<file path="src/rtl/mm_pkg.sv">
// Shared types and constants for the matrix multiplier sequencer.
package mm_pkg;

  localparam int DEF_ELEM_W = 16;
  localparam int MAT_ELEMS  = 16;

  typedef enum logic [2:0] {
    IDLE,
    LOAD_A,
    LOAD_B,
    START,
    WAIT,
    STREAM
  } seq_state_t;

  // Bit offset of element idx (row-major, idx = 4*row + col) inside a packed matrix bus.
  function automatic int unsigned elem_lsb(input logic [3:0] idx,
                                           input int unsigned elem_w = DEF_ELEM_W);
    return elem_w * idx;
  endfunction

endpackage

</file>
<file path="src/rtl/matrix_mul_sequencer_if.sv">
// Operand stream, multiplier start/done and result stream signals of the sequencer.
// master = sequencer side, slave = surrounding logic (setup stream, multiplier, consumer).
interface matrix_mul_sequencer_if #(
  parameter int ELEM_W = mm_pkg::DEF_ELEM_W
);
  localparam int MAT_W = mm_pkg::MAT_ELEMS * ELEM_W;

  logic              in_valid;
  logic              in_ready;
  logic [ELEM_W-1:0] in_data;
  logic              in_keep_b;
  logic [MAT_W-1:0]  mm_matA;
  logic [MAT_W-1:0]  mm_matB;
  logic              mm_start;
  logic              mm_done;
  logic [MAT_W-1:0]  mm_res;
  logic              out_valid;
  logic              out_ready;
  logic [ELEM_W-1:0] out_data;
  logic              out_last;
  logic              busy;
  logic              err;

  modport master (
    input  in_valid, in_data, in_keep_b, mm_done, mm_res, out_ready,
    output in_ready, mm_matA, mm_matB, mm_start, out_valid, out_data, out_last, busy, err
  );

  modport slave (
    output in_valid, in_data, in_keep_b, mm_done, mm_res, out_ready,
    input  in_ready, mm_matA, mm_matB, mm_start, out_valid, out_data, out_last, busy, err
  );

endinterface

</file>
<file path="src/rtl/mat_elem_reg.sv">
// 16-entry element register bank, written one element at a time by index and
// read back as a single packed row-major matrix bus.
module mat_elem_reg
  import mm_pkg::*;
#(
  parameter int ELEM_W = DEF_ELEM_W
) (
  input  logic                        clk,
  input  logic                        rst_n,
  input  logic                        we,
  input  logic [3:0]                  widx,
  input  logic [ELEM_W-1:0]           wdata,
  output logic [MAT_ELEMS*ELEM_W-1:0] mat
);

  localparam int MAT_W = MAT_ELEMS * ELEM_W;
  localparam int LSB_W = $clog2(MAT_W);

  logic [MAT_W-1:0] mat_q, mat_d;
  logic [LSB_W-1:0] wr_lsb;

  assign wr_lsb = LSB_W'(elem_lsb(widx, ELEM_W));

  // Overwrite only the addressed element; every other element holds its value.
  always_comb begin
    mat_d = mat_q;
    if (we) begin
      mat_d[wr_lsb +: ELEM_W] = wdata;
    end
  end

  // Bank storage, cleared by the synchronous active-low reset.
  always_ff @(posedge clk) begin
    if (!rst_n) mat_q <= '0;
    else        mat_q <= mat_d;
  end

  assign mat = mat_q;

endmodule

</file>
<file path="src/rtl/matrix_mul_sequencer.sv">
// Initiator for the matrix multiplier: loads A (and optionally B) element by element,
// fires a one-cycle start, waits for done (with optional timeout) and streams the
// 16 result elements back out in row-major order.
module matrix_mul_sequencer
  import mm_pkg::*;
#(
  parameter int ELEM_W  = DEF_ELEM_W,
  parameter int TIMEOUT = 1024
) (
  input logic                    Clk,
  input logic                    Reset,
  matrix_mul_sequencer_if.master bus
);

  localparam int MAT_W = MAT_ELEMS * ELEM_W;
  localparam int LSB_W = $clog2(MAT_W);
  localparam int TMO_W = (TIMEOUT > 0) ? $clog2(TIMEOUT + 1) : 1;
  localparam logic [TMO_W-1:0] TMO_LAST = TMO_W'((TIMEOUT > 0) ? TIMEOUT - 1 : 0);

  seq_state_t       state_q, state_d;
  logic [3:0]       idx_q, idx_d;
  logic             keep_b_q, keep_b_d;
  logic             err_q, err_d;
  logic [TMO_W-1:0] tmo_q, tmo_d;
  logic [MAT_W-1:0] res_q, res_d;

  logic             a_we, b_we;
  logic             in_ready;
  logic             in_hs;
  logic             out_hs;
  logic [LSB_W-1:0] rd_lsb;

  assign in_ready = Reset && ((state_q == IDLE) || (state_q == LOAD_A) || (state_q == LOAD_B));
  assign in_hs    = bus.in_valid && in_ready;
  assign out_hs   = (state_q == STREAM) && bus.out_ready;

  mat_elem_reg #(.ELEM_W(ELEM_W)) u_mat_a (
    .clk   (Clk),
    .rst_n (Reset),
    .we    (a_we),
    .widx  (idx_q),
    .wdata (bus.in_data),
    .mat   (bus.mm_matA)
  );

  mat_elem_reg #(.ELEM_W(ELEM_W)) u_mat_b (
    .clk   (Clk),
    .rst_n (Reset),
    .we    (b_we),
    .widx  (idx_q),
    .wdata (bus.in_data),
    .mat   (bus.mm_matB)
  );

  // Next-state, element index, timeout and result capture; idx wraps 15->0 on each state exit.
  always_comb begin
    state_d  = state_q;
    idx_d    = idx_q;
    keep_b_d = keep_b_q;
    err_d    = err_q;
    tmo_d    = tmo_q;
    res_d    = res_q;
    a_we     = 1'b0;
    b_we     = 1'b0;

    unique case (state_q)
      IDLE: begin
        if (in_hs) begin
          a_we     = 1'b1;
          keep_b_d = bus.in_keep_b;
          err_d    = 1'b0;
          idx_d    = 4'd1;
          state_d  = LOAD_A;
        end
      end
      LOAD_A: begin
        if (in_hs) begin
          a_we  = 1'b1;
          idx_d = idx_q + 4'd1;
          if (idx_q == 4'd15) begin
            state_d = keep_b_q ? START : LOAD_B;
          end
        end
      end
      LOAD_B: begin
        if (in_hs) begin
          b_we  = 1'b1;
          idx_d = idx_q + 4'd1;
          if (idx_q == 4'd15) begin
            state_d = START;
          end
        end
      end
      START: begin
        // A done seen here belongs to a previous operation and is deliberately ignored.
        tmo_d   = '0;
        state_d = WAIT;
      end
      WAIT: begin
        if (bus.mm_done) begin
          res_d   = bus.mm_res;
          idx_d   = 4'd0;
          state_d = STREAM;
        end else if ((TIMEOUT != 0) && (tmo_q == TMO_LAST)) begin
          err_d   = 1'b1;
          state_d = IDLE;
        end else begin
          tmo_d = tmo_q + 1'b1;
        end
      end
      STREAM: begin
        if (out_hs) begin
          idx_d = idx_q + 4'd1;
          if (idx_q == 4'd15) begin
            state_d = IDLE;
          end
        end
      end
      default: state_d = IDLE;
    endcase
  end

  // Control and result registers with synchronous active-low reset.
  always_ff @(posedge Clk) begin
    if (!Reset) begin
      state_q  <= IDLE;
      idx_q    <= 4'd0;
      keep_b_q <= 1'b0;
      err_q    <= 1'b0;
      tmo_q    <= '0;
      res_q    <= '0;
    end else begin
      state_q  <= state_d;
      idx_q    <= idx_d;
      keep_b_q <= keep_b_d;
      err_q    <= err_d;
      tmo_q    <= tmo_d;
      res_q    <= res_d;
    end
  end

  assign rd_lsb       = LSB_W'(elem_lsb(idx_q, ELEM_W));
  assign bus.in_ready  = in_ready;
  assign bus.mm_start  = (state_q == START);
  assign bus.out_valid = (state_q == STREAM);
  assign bus.out_data  = res_q[rd_lsb +: ELEM_W];
  assign bus.out_last  = (state_q == STREAM) && (idx_q == 4'd15);
  assign bus.busy      = (state_q != IDLE);
  assign bus.err       = err_q;

endmodule
</file>
<file path="src/flat_wrapper.sv">
// flat-port wrapper written by rule: the top's interface ports become plain ports
module matrix_mul_sequencer_flat import mm_pkg::*;
#(
  parameter int ELEM_W  = DEF_ELEM_W,
  parameter int TIMEOUT = 1024
)
  (Clk, Reset, bus_in_valid, bus_in_data, bus_in_keep_b, bus_mm_done, bus_mm_res, bus_out_ready, bus_in_ready, bus_mm_matA, bus_mm_matB, bus_mm_start, bus_out_valid, bus_out_data, bus_out_last, bus_busy, bus_err);
  matrix_mul_sequencer_if #(.ELEM_W(ELEM_W)) bus_i ();
  input logic Clk;
  input logic Reset;
  input wire logic [$bits(bus_i.in_valid)-1:0] bus_in_valid;
  input wire logic [$bits(bus_i.in_data)-1:0] bus_in_data;
  input wire logic [$bits(bus_i.in_keep_b)-1:0] bus_in_keep_b;
  input wire logic [$bits(bus_i.mm_done)-1:0] bus_mm_done;
  input wire logic [$bits(bus_i.mm_res)-1:0] bus_mm_res;
  input wire logic [$bits(bus_i.out_ready)-1:0] bus_out_ready;
  output wire logic [$bits(bus_i.in_ready)-1:0] bus_in_ready;
  output wire logic [$bits(bus_i.mm_matA)-1:0] bus_mm_matA;
  output wire logic [$bits(bus_i.mm_matB)-1:0] bus_mm_matB;
  output wire logic [$bits(bus_i.mm_start)-1:0] bus_mm_start;
  output wire logic [$bits(bus_i.out_valid)-1:0] bus_out_valid;
  output wire logic [$bits(bus_i.out_data)-1:0] bus_out_data;
  output wire logic [$bits(bus_i.out_last)-1:0] bus_out_last;
  output wire logic [$bits(bus_i.busy)-1:0] bus_busy;
  output wire logic [$bits(bus_i.err)-1:0] bus_err;
  assign bus_i.in_valid = bus_in_valid;
  assign bus_i.in_data = bus_in_data;
  assign bus_i.in_keep_b = bus_in_keep_b;
  assign bus_i.mm_done = bus_mm_done;
  assign bus_i.mm_res = bus_mm_res;
  assign bus_i.out_ready = bus_out_ready;
  assign bus_in_ready = bus_i.in_ready;
  assign bus_mm_matA = bus_i.mm_matA;
  assign bus_mm_matB = bus_i.mm_matB;
  assign bus_mm_start = bus_i.mm_start;
  assign bus_out_valid = bus_i.out_valid;
  assign bus_out_data = bus_i.out_data;
  assign bus_out_last = bus_i.out_last;
  assign bus_busy = bus_i.busy;
  assign bus_err = bus_i.err;
  matrix_mul_sequencer #(.ELEM_W(ELEM_W), .TIMEOUT(TIMEOUT)) u_core (.Clk(Clk), .Reset(Reset), .bus(bus_i));
endmodule
</file>
<file path="config.mk">
export PLATFORM = sky130hd
export DESIGN_NAME = matrix_mul_sequencer_flat
export DESIGN_NICKNAME = d
export VERILOG_FILES = /design/src/rtl/mm_pkg.sv /design/src/rtl/matrix_mul_sequencer_if.sv /design/src/rtl/mat_elem_reg.sv /design/src/rtl/matrix_mul_sequencer.sv /design/src/flat_wrapper.sv
export SDC_FILE = /design/constraint.sdc
export NUM_CORES = 2
export LEC_CHECK = 0
export ABC_AREA = 1
export CORE_AREA = 2 2 320 322
export DETAILED_ROUTE_END_ITERATION = 8
export DIE_AREA = 0 0 322 324
export GPL_TIMING_DRIVEN = 0
export HOLD_SLACK_MARGIN = 0.1
export PLACE_DENSITY = 0.68
export SLEW_MARGIN = 20
export SYNTH_ARGS = -nofsm -noshare
export SYNTH_HDL_FRONTEND = slang
export SYNTH_SLANG_ARGS = --single-unit
</file>
<file path="constraint.sdc">
create_clock -name Clk -period 7.6 [get_ports Clk]
set_clock_uncertainty 0.15 [all_clocks]
set_input_delay 1.14 -clock Clk [delete_from_list [all_inputs] [get_ports Clk]]
set_output_delay 1.14 -clock Clk [all_outputs]
set_load 0.03 [all_outputs]
</file>
==> run summary <==
Port bufs: 808
Fraction of the mapped netlist area in compound gates: 0.1657
Netlist Area Pre-Place: 33070 sq um
Area growth syn-to-layout: 38.44%
Core box area: 101000 sq um
Worst Tran Pin Value: 1.299 ns
Fin util: 0.4533
CP endpoint kind: output port
XOR/XNOR share of the synthesized area: 0.001059
Max stage delay on crit path: 0.83 ns
Fraction of layout cells with a size suffix above 1: 0.05774
Syn Inst Count: 4712
Synth Area in Adders: 0.001892
Clock sink count: 788
Clock root buffer master: clkbuf_16
Largest cells by area after synthesis: dfxtp_1 (48%), a21oi_1 (9.6%), nand2_1 (9.3%), nor2_1 (7.8%), o21ai_0 (5.9%)
Post-synthesis mux area share: 0
CTS Hold Bufs: 0
Post-synthesis sequential element count: 788
Pint: 7755 uW
Worst min path class: register to register
Layout fillers: 10240
Final hold violation count: 0
Die Height: 324 um
Gp weighted congestion: 1.002
CP max stage cell: clkbuf_1
Worst reg2reg startpoint: u_core.idx_q[1]
# H-tree levels: 3
Crit start category: register
Hold_sp: u_core.tmo_q[10]
Yosys top cell by area: dfxtp_1
First-pass GRT wire length: 229000 um
Setup violations, final: 0
Vias in the first global route: 33670
Largest net degree at the start of global routing: 14
Power per standard cell area: 255.9 nW/um^2
DR pass1 iterations: 6
Syn. warnings: 0
Clock Power Share: 0.378
Switching share of power: 0.3381
Hold depth: 2
Overall Global Routing Usage: 0.3030
Max cap viols: 0
Worst R2R Path Depth: 10
# IOs: 812
Top-area cell type share of the netlist area: 0.4770
Main combinational cell family by area after synthesis: simple AND/OR/NAND/NOR gates
Vias: 35980
WP data required: 6.31 ns
Initial antenna violation count: 19
Slew margin rel.: 0.1339
Die X: 322 um
CP Launch Point: u_core.idx_q[0]
Fin worst setup slack: 1.637 ns
GRT Residual Overflow: 0
Max Fclk: 0.1677 GHz
Syn Area/Cell: 7.019 sq um
Post-route setup TNS: 0 ns
Critical-path cell list: buf_2, clkbuf_1, buf_2, clkbuf_1, o21ai_0, nand2_1, nand2_1, nand3_1, clkdlybuf4s50_1
Worst vdd ir: 0.1792 mV
Initial core utilization: 0.3274
Post-DP HPWL: 130300 um
Pre-CTS setup slack: 2.397 ns
Area share of and/or/nand/nor cells after synthesis: 0.2492
Syn Nets: 4995
Fin nets: 5894
CTS clk-pin slew, worst paths: 0.06 ns
Post-CTS Setup Repair Bufs: 0
Clock buffer depth: 3
Routed len/inst: 23.53 um
Remaining antenna violation count: 0
DR DRC count: 0
Cell Rows: 117
Die area: 104300 sq um
Vias per cell: 5.136
Switching power: 3961 uW
Leakage: 0.01804 uW
Clock latency at the later pin of the worst-skew pair: 0.67 ns
Max FO, Critical Path: 10
Sequential Power Share: 0.384
Critical Path AT: 4.67 ns
Slew Viols, Final: 0
CTS tree: built
Worst hold margin: 0.2858 ns
Total power draw: 11720 uW
CTS Buf Count: 89
CP Class: register to output port
Final period utilization: 0.7845
Outcome: finished, final reports clean
Comb power frac: 0.238
CTS-repair resized insts: 0
Synth unique cells: 33
Initial drt markers: 3898
Final min period: 5.963 ns
WL final: 164800 um
Register area share after synthesis: 0.4770
Unrepaired setup endpoints after global routing: no
-- state kept, by name, summed over array words and instances, names as in the netlist --
signal,flops
u_core.res_q,256
u_core.state_q,3
u_core.u_mat_a.mat,256
u_core.tmo_q,11
u_core.idx_q,4
u_core.u_mat_b.mat,256
u_core.bus.err,1
u_core.keep_b_q,1
-- cells in the mapped netlist --
cell / n
buf_1: 25
nor2_8: 1
nor3_1: 2
nand3b_1: 15
a21oi_1: 637
nand2_1: 819
buf_6: 11
nor2_4: 4
nor2_2: 6
inv_4: 2
nand4_1: 33
nand2_4: 1
nor2_1: 687
xnor2_1: 1
buf_4: 10
nand4_2: 1
nand2_2: 5
inv_1: 466
ha_1: 5
nand3_4: 2
inv_2: 9
nand3_1: 386
clkbuf_1: 201
o211ai_1: 10
nand3b_4: 1
buf_2: 127
nor3_4: 1
dfxtp_1: 788
nor3_2: 1
o21ai_0: 391
xor2_1: 3
nand3_2: 9
o21ai_1: 52
-- layout make-up --
class / count / area, sq um / area share
repair buffers: 808 / 8088 / 0.1766
well taps: 1309 / 1638 / 0.03577
flip-flops and latches: 788 / 15780 / 0.3445
inverters: 477 / 1795 / 0.03921
clock buffers: 133 / 2575 / 0.05624
plain buffers: 374 / 1688 / 0.03686
multi-input cells: 3073 / 13820 / 0.3018
clock inverters: 28 / 371.6 / 0.008116
diodes: 15 / 37.54 / 0.0008198
-- power groups by stage --
stage / sequential (uW) / clock [uW] / combinational (uW)
finish: 4500 / 4430 / 2780
global route: 4520 / 4630 / 2940
CTS: 4490 / 4460 / 2730
detailed placement: 4580 / 0 / 2710
global placement: 4570 / 0 / 2690
floorplan: 4640 / 0 / 1430
-- metal layers --
metal	GRT usage	share of wire	vias to the layer above
li1	-	-	16890
met1	0.3554	0.38	16770
met3	0.08079	0.10	422
met5	0	0.00016	-
met4	0.1801	0.062	4
met2	0.4970	0.46	1895
-- logic make-up (layout without fill, tap and decap cells) --
| logic type | Yosys count | after routing |
|---|---|---|
| adder cells (fa/ha/maj) | 5 | 5 |
| AND/OR/NAND/NOR | 1974 | 1974 |
| buffers and inverters | 851 | 1820 |
| AO/OA/AOI/OAI | 1090 | 1090 |
| XOR/XNOR | 4 | 4 |
| other | 0 | 15 |
| flip-flops | 788 | 788 |
-- per-stage QoR --
step / instances / area, sq um
3_5_place_dp: 6829 / 42800
4_1_cts: 6990 / 45750
5_1_grt: 7000 / 45780
6_report: 7005 / 45790
2_1_floorplan: 4712 / 33070
3_3_place_gp: 6829 / 42800
-- cell usage in the layout, fill, tap and decap left out, types with 4 or more instances in the layout --
| cell type | n |
|---|---|
| inv_6 | 4 |
| buf_1 | 25 |
| clkdlybuf4s50_1 | 808 |
| clkinv_2 | 11 |
| buf_2 | 127 |
| nor2_1 | 687 |
| o211ai_1 | 10 |
| a21oi_1 | 637 |
| nand2_1 | 819 |
| inv_1 | 466 |
| nor2_2 | 6 |
| clkbuf_8 | 14 |
| dfxtp_1 | 788 |
| ha_1 | 5 |
| inv_2 | 9 |
| nand2_2 | 5 |
| buf_6 | 11 |
| clkbuf_2 | 4 |
| nand3_2 | 9 |
| nand3_1 | 386 |
| o21ai_0 | 391 |
| o21ai_1 | 52 |
| clkbuf_16 | 91 |
| bufinv_16 | 7 |
| diode_2 | 15 |
| clkbuf_1 | 225 |
| nand4_1 | 33 |
| nand3b_1 | 15 |
| buf_4 | 10 |
| nor2_4 | 4 |
-- worst paths after layout --
check / end / slack [ns]
min: u_core.tmo_q[10] / 0.29
max: bus_out_data[0] / 1.64
min reg2reg: u_core.tmo_q[10] / 0.29
max reg2reg: u_core.u_mat_b.mat[149] / 2.48
-- critical path, delay by kind of cell, from the launching register on --
kind / cells / cell delay, ns
AO/OA/AOI/OAI: 1 / 0.26
buffers and inverters: 5 / 2.90
flip-flops: 1 / 0.43
AND/OR/NAND/NOR: 3 / 0.39
No activity file was read; power rests on OpenSTA's default activity.
